--- config.mk ---
export PLATFORM = sky130hd
export DESIGN_NAME = instr_fetch_flat
export DESIGN_NICKNAME = d
export VERILOG_FILES = /design/src/rtl/x9_pkg.sv /design/src/rtl/instr_fetch_if.sv /design/src/rtl/branch_lut.sv /design/src/rtl/instr_fetch.sv /design/src/flat_wrapper.sv
export SDC_FILE = /design/constraint.sdc
export NUM_CORES = 1
export LEC_CHECK = 0
export CORE_ASPECT_RATIO = 0.7
export CORE_MARGIN = 5
export CORE_UTILIZATION = 45
export CTS_CLUSTER_SIZE = 24
export DETAILED_ROUTE_END_ITERATION = 10
export MAX_ROUTING_LAYER = met4
export SYNTH_ARGS = -nofsm -noshare
export SYNTH_HDL_FRONTEND = slang
export SYNTH_SLANG_ARGS = --single-unit
export TNS_END_PERCENT = 1
--- constraint.sdc ---
create_clock -name clk -period 4.52 [get_ports clk]
set_input_delay 0.904 -clock clk [delete_from_list [all_inputs] [get_ports clk]]
set_output_delay 0.904 -clock clk [all_outputs]
set_load 0.02 [all_outputs]
--- src/rtl/x9_pkg.sv ---
// Shared definitions for the x9 fetch path.
// Covers the instruction width, the halt encoding and the fetch FSM states.
package x9_pkg;

  localparam int unsigned INSTR_W = 9;
  localparam logic [INSTR_W-1:0] HALT_WORD = 9'h1FF;

  typedef enum logic [1:0] {
    IDLE = 2'd0,
    RUN  = 2'd1,
    HALT = 2'd2
  } fetch_state_e;

  // Index width of a table with 'depth' entries; a 1-entry table still needs one bit.
  function automatic int unsigned idx_width(input int unsigned depth);
    return (depth > 1) ? $clog2(depth) : 1;
  endfunction

endpackage

--- src/rtl/instr_fetch_if.sv ---
// Bundle carrying the fetch controls, LUT write port and instruction-memory link.
// 'master' is the surrounding core/bench; 'slave' is the fetch unit.
interface instr_fetch_if
  import x9_pkg::*;
#(
  parameter int unsigned PC_W      = 10,
  parameter int unsigned LUT_DEPTH = 16
);

  localparam int unsigned IDX_W = idx_width(LUT_DEPTH);

  logic               start;
  logic               stall;
  logic               branch_en;
  logic               taken;
  logic [IDX_W-1:0]   target_idx;
  logic               lut_we;
  logic [IDX_W-1:0]   lut_waddr;
  logic [PC_W-1:0]    lut_wdata;
  logic [INSTR_W-1:0] instr_in;
  logic [PC_W-1:0]    prog_ctr;
  logic [INSTR_W-1:0] instr_out;
  logic               valid;
  logic               done;

  modport master (
    output start, stall, branch_en, taken, target_idx,
    output lut_we, lut_waddr, lut_wdata, instr_in,
    input  prog_ctr, instr_out, valid, done
  );

  modport slave (
    input  start, stall, branch_en, taken, target_idx,
    input  lut_we, lut_waddr, lut_wdata, instr_in,
    output prog_ctr, instr_out, valid, done
  );

endinterface

--- src/rtl/branch_lut.sv ---
// Branch-target table: one registered write port, one combinational read port.
// Synchronous active-low reset clears every entry.
module branch_lut
  import x9_pkg::*;
#(
  parameter int unsigned PC_W      = 10,
  parameter int unsigned LUT_DEPTH = 16,
  localparam int unsigned IDX_W    = idx_width(LUT_DEPTH)
) (
  input  logic             clk,
  input  logic             reset,
  input  logic             we,
  input  logic [IDX_W-1:0] waddr,
  input  logic [PC_W-1:0]  wdata,
  input  logic [IDX_W-1:0] raddr,
  output logic [PC_W-1:0]  rdata_c
);

  logic [PC_W-1:0] mem_q [LUT_DEPTH];

  always_ff @(posedge clk) begin
    if (!reset) begin
      mem_q <= '{default: '0};
    end else if (we) begin
      mem_q[waddr] <= wdata;
    end
  end

  assign rdata_c = mem_q[raddr];

endmodule

--- src/rtl/instr_fetch.sv ---
// Instruction fetch unit: PC sequencing, one-bubble taken branches through a target LUT,
// stall hold and halt detection. All outputs come straight from registers.
module instr_fetch
  import x9_pkg::*;
#(
  parameter int unsigned PC_W      = 10,
  parameter int unsigned LUT_DEPTH = 16
) (
  input  logic          clk,
  input  logic          reset,
  instr_fetch_if.slave  bus
);

  localparam logic [1:0] ST_IDLE = IDLE;
  localparam logic [1:0] ST_RUN  = RUN;
  localparam logic [1:0] ST_HALT = HALT;

  logic [1:0]         state_q, state_d;
  logic [PC_W-1:0]    pc_q, pc_d;
  logic [INSTR_W-1:0] instr_q, instr_d;
  logic               valid_q, valid_d;
  logic               done_q, done_d;

  logic [PC_W-1:0]    lut_target_c;
  logic               lut_we_c;
  logic               branch_taken_c;

  // Table is only writable while the program is not running.
  assign lut_we_c = bus.lut_we && (state_q != ST_RUN);

  // A branch only counts when the instruction that reported it is live.
  assign branch_taken_c = (state_q == ST_RUN) && bus.branch_en && bus.taken && valid_q;

  branch_lut #(
    .PC_W      (PC_W),
    .LUT_DEPTH (LUT_DEPTH)
  ) u_lut (
    .clk     (clk),
    .reset   (reset),
    .we      (lut_we_c),
    .waddr   (bus.lut_waddr),
    .wdata   (bus.lut_wdata),
    .raddr   (bus.target_idx),
    .rdata_c (lut_target_c)
  );

  always_ff @(posedge clk) begin
    if (!reset) begin
      state_q <= ST_IDLE;
      pc_q    <= '0;
      instr_q <= '0;
      valid_q <= 1'b0;
      done_q  <= 1'b0;
    end else begin
      state_q <= state_d;
      pc_q    <= pc_d;
      instr_q <= instr_d;
      valid_q <= valid_d;
      done_q  <= done_d;
    end
  end

  // Next-state and next-output selection: taken branch > stall > halt/increment.
  always_comb begin
    state_d = state_q;
    pc_d    = pc_q;
    instr_d = instr_q;
    valid_d = valid_q;
    done_d  = done_q;

    case (state_q)
      ST_IDLE, ST_HALT: begin
        if (bus.start) begin
          state_d = ST_RUN;
          pc_d    = '0;
          valid_d = 1'b0;
          done_d  = 1'b0;
        end
      end

      ST_RUN: begin
        if (branch_taken_c) begin
          pc_d    = lut_target_c;
          valid_d = 1'b0;
        end else if (!bus.stall) begin
          if (bus.instr_in == HALT_WORD) begin
            state_d = ST_HALT;
            valid_d = 1'b0;
            done_d  = 1'b1;
          end else begin
            instr_d = bus.instr_in;
            valid_d = 1'b1;
            pc_d    = pc_q + PC_W'(1);
          end
        end
      end

      default: begin
        state_d = ST_IDLE;
      end
    endcase
  end

  assign bus.prog_ctr  = pc_q;
  assign bus.instr_out = instr_q;
  assign bus.valid     = valid_q;
  assign bus.done      = done_q;

endmodule

--- src/flat_wrapper.sv ---
// flat-port wrapper written by rule: the top's interface ports become plain ports
module instr_fetch_flat import x9_pkg::*;
#(
  parameter int unsigned PC_W      = 10,
  parameter int unsigned LUT_DEPTH = 16
)
  (clk, reset, bus_start, bus_stall, bus_branch_en, bus_taken, bus_target_idx, bus_lut_we, bus_lut_waddr, bus_lut_wdata, bus_instr_in, bus_prog_ctr, bus_instr_out, bus_valid, bus_done);
  instr_fetch_if #(.PC_W(PC_W), .LUT_DEPTH(LUT_DEPTH)) bus_i ();
  input  logic clk;
  input  logic reset;
  input wire logic [$bits(bus_i.start)-1:0] bus_start;
  input wire logic [$bits(bus_i.stall)-1:0] bus_stall;
  input wire logic [$bits(bus_i.branch_en)-1:0] bus_branch_en;
  input wire logic [$bits(bus_i.taken)-1:0] bus_taken;
  input wire logic [$bits(bus_i.target_idx)-1:0] bus_target_idx;
  input wire logic [$bits(bus_i.lut_we)-1:0] bus_lut_we;
  input wire logic [$bits(bus_i.lut_waddr)-1:0] bus_lut_waddr;
  input wire logic [$bits(bus_i.lut_wdata)-1:0] bus_lut_wdata;
  input wire logic [$bits(bus_i.instr_in)-1:0] bus_instr_in;
  output wire logic [$bits(bus_i.prog_ctr)-1:0] bus_prog_ctr;
  output wire logic [$bits(bus_i.instr_out)-1:0] bus_instr_out;
  output wire logic [$bits(bus_i.valid)-1:0] bus_valid;
  output wire logic [$bits(bus_i.done)-1:0] bus_done;
  assign bus_i.start = bus_start;
  assign bus_i.stall = bus_stall;
  assign bus_i.branch_en = bus_branch_en;
  assign bus_i.taken = bus_taken;
  assign bus_i.target_idx = bus_target_idx;
  assign bus_i.lut_we = bus_lut_we;
  assign bus_i.lut_waddr = bus_lut_waddr;
  assign bus_i.lut_wdata = bus_lut_wdata;
  assign bus_i.instr_in = bus_instr_in;
  assign bus_prog_ctr = bus_i.prog_ctr;
  assign bus_instr_out = bus_i.instr_out;
  assign bus_valid = bus_i.valid;
  assign bus_done = bus_i.done;
  instr_fetch #(.PC_W(PC_W), .LUT_DEPTH(LUT_DEPTH)) u_core (.clk(clk), .reset(reset), .bus(bus_i));
endmodule
==> results.json <==
{
  "clockBufferDepth": 2,
  "timing_max_transition_violations_final": 0,
  "synth_top_cells_by_area": "dfxtp_1 (45%), mux4_2 (12%), mux2i_1 (11%)",
  "run_status": "complete, no violations",
  "cts-htree-levels": 4,
  "maximum_cell_stage_delay_along_the_critical_path_ns": 1.05,
  "drive_gt1_share_pct": 12.3,
  "synth_cell_types": 47,
  "viasPerCell": 5.90,
  "nNetsFinal": 930,
  "synth_enable_flop_cells": 0,
  "clock_tree_from_tritoncts": "yes",
  "final_setup_violations": 0,
  "final_core_utilization_pct": 52.5,
  "timing.slew.headroom_pct": 31.6,
  "num_rows": 41,
  "clock_sinks": 183,
  "cts_buffers": 17,
  "hpwl_um": 16200,
  "synth_async_sr_flop_share_pct": 0,
  "grt_pass1_wl_um": 37700,
  "layout.cells.most_common": "dfxtp_1",
  "die_area_um2": 21000,
  "drt-total-wl_um": 24500,
  "gp_congestion": 0.897,
  "floorplan.core_area_um2": 17900,
  "clock_latency_on_the_worst_skew_pair_ns": 0.43,
  "synth_top_area_share_pct": 44.9,
  "ys_seq_elements": 183,
  "pin_count_of_the_biggest_net_entering_global_routing": 100,
  "fin_skew_ns": 0.00886,
  "final_area_um2": 9400,
  "gr-usage-all-layers_pct": 24.3,
  "time_the_final_worst_path_needs_with_i_o_delays_and_setup_ns": 3.12,
  "cp.required_ns": 4.85,
  "crit_buf_inv": 2,
  "mappedNetlistArea_um2": 8160,
  "die_h_um": 123,
  "n_antenna_cell": 0,
  "rsz_0062_raised_after_global_routing": "no",
  "sequential_cell_area_fraction_in_the_yosys_report_pct": 44.9,
  "worst_path_max_delay_cell": "clkdlybuf4s50_1",
  "power.leakage_nw": 3.42,
  "hold_path_class": "flip-flop to flip-flop",
  "ir_worst_vdd_uv": 261,
  "grt_antenna_before_repair": 0,
  "max_freq_mhz": 320,
  "ioPinCount": 55,
  "timing.final.hold_violations": 0,
  "syn_nets": 907,
  "synthFlopType": "dfxtp_1",
  "post-cts-setup-buffer-count": 0,
  "postRouteAntennaNets": 0,
  "syn_area_per_cell_um2": 9.36,
  "count_of_port_buffers_added_during_placement": 54,
  "setup-tns-final_ns": 0,
  "place_area_um2": 8880,
  "synth_area_leader_cell": "dfxtp_1",
  "max_cap_viol_count": 0,
  "yosys_warnings": 0,
  "post_synth_inst_count": 872,
  "path_clk_slew_ns": 0.07,
  "cts.root.buffer_cell": "clkbuf_16",
  "powerDensity_nw_per_um2": 346,
  "post_cts_hold_buffer_count": 0,
  "critical_path_arrival_ns": 3.45,
  "final.period_utilization_pct": 69.1,
  "detailedRoute.firstIterationViolations": 716,
  "dr.pass1.iters": 5,
  "path_cells": "clkdlybuf4s50_1 > buf_4 > mux4_2 > mux2i_1 > mux2_2 > nand2_1 > a32o_1",
  "start_util_pct": 45.6,
  "first_global_vias": 6582,
  "mostFrequentLayoutCells": "dfxtp_1 (183), nand2_1 (109), a21oi_1 (100), nor2_1 (99), o21ai_0 (93)",
  "die_width_um": 171,
  "area_added_between_synthesis_and_finish_pct": 15.2,
  "crit_family": "buffers and inverters",
  "cts_resized": 0,
  "tightestPinTransition_ns": 1.02,
  "timing.critical_path.to_type": "flip-flop",
  "setup.worst_path.class": "primary input to flip-flop",
  "crit_path_max_fanout": 14,
  "drcViolationCount": 0,
  "globalRoute.totalOverflow": 0,
  "route.detailed.wl_per_inst_um": 21.4,
  "detailroute.via_count": 6753,
  "worst_setup_path_start_kind": "primary input"
}
worst reg2reg max path, stage by stage, from the launching register on:
cell	delay, ns
dfxtp_1	0.37
nand2b_1	0.32
nand4_1	0.29
buf_4	0.36
nor2_1	0.80
nand2_1	0.13
a21oi_1	0.15
state kept, by name, indices dropped and copies added, names as in the netlist:
signal / count
u_core.bus.done: 1
u_core.bus.instr_out: 9
u_core.bus.valid: 1
u_core.bus.prog_ctr: 10
u_core.u_lut.mem_q: 160
u_core.state_q: 2
cells in the mapped netlist (3+ instances only):
master / instances
mux4_2: 43
o21ai_0: 93
nand3_1: 13
mux2_2: 6
nor3_1: 7
a21oi_1: 100
clkbuf_1: 51
nor2b_1: 3
dfxtp_1: 183
a31oi_1: 3
buf_1: 3
nand2b_1: 3
nand2_1: 109
nand4_1: 6
nor2_1: 99
mux2i_1: 87
a32o_1: 3
inv_1: 7
buf_2: 15
power by group:
part / internal, mW / switching (mW)
clock network: 0.712 / 0.636
registers: 1.63 / 0.0118
logic: 0.0950 / 0.170
layer usage:
layer / track usage [%] / vias to the layer above / wire length (um)
li1: - / 3141 / -
met1: 33.4 / 3309 / 11200
met2: 35.7 / 262 / 10900
met3: 6.21 / 41 / 1910
met4: 7.13 / 0 / 468
met5: - / - / 0
worst paths after layout:
kind                                                     startpoint                                  end  slack, ns  cells after the start
worst max-delay path                              bus_target_idx[2]  u_core.bus.prog_ctr[2]$_SDFFE_PN0P_       1.40                      7
worst min-delay path            u_core.u_lut.mem_q[57]$_SDFFE_PN0P_  u_core.u_lut.mem_q[57]$_SDFFE_PN0P_       0.48                      2
worst max register to register       u_core.state_q[1]$_SDFFE_PN0P_  u_core.u_lut.mem_q[88]$_SDFFE_PN0P_       2.01                      6
worst min register to register  u_core.u_lut.mem_q[57]$_SDFFE_PN0P_  u_core.u_lut.mem_q[57]$_SDFFE_PN0P_       0.48                      2
logic make-up (layout without fill, tap and decap cells):
kind of cell | Yosys count | in the layout | share of synthesized area [%]
and+or+nand+nor | 253 | 253 | 13.0
AOI/OAI and AO/OA | 216 | 216 | 14.2
DFF | 183 | 183 | 44.9
muxes | 136 | 136 | 23.4
buffers and inverters | 81 | 117 | 4.23
xor gates and xnor gates | 2 | 2 | 0.215
adders and majority gates | 1 | 1 | 0.153
through the flow:
step           power, mW  std cells  worst slack [ns]  hold slack (ns)
6_report            3.26       1144              1.40            0.477
5_1_grt             3.37       1144              1.22            0.487
4_1_cts             3.28       1144              1.43            0.476
3_5_place_dp        1.94       1112             0.984            0.467
3_3_place_gp        1.93       1112             0.982            0.457
2_1_floorplan       1.83        872              2.06            0.451
area by class of cell:
class | instances | area [um2]
tap | 236 | 295
clock inverter | 13 | 83.8
inverter | 8 | 32.5
timing repair buffer | 77 | 716
fill | 1621 | 8500
multi-input combinational | 608 | 4170
clock buffer | 19 | 443
sequential | 183 | 3660
Power figures use the tool's default switching activity.
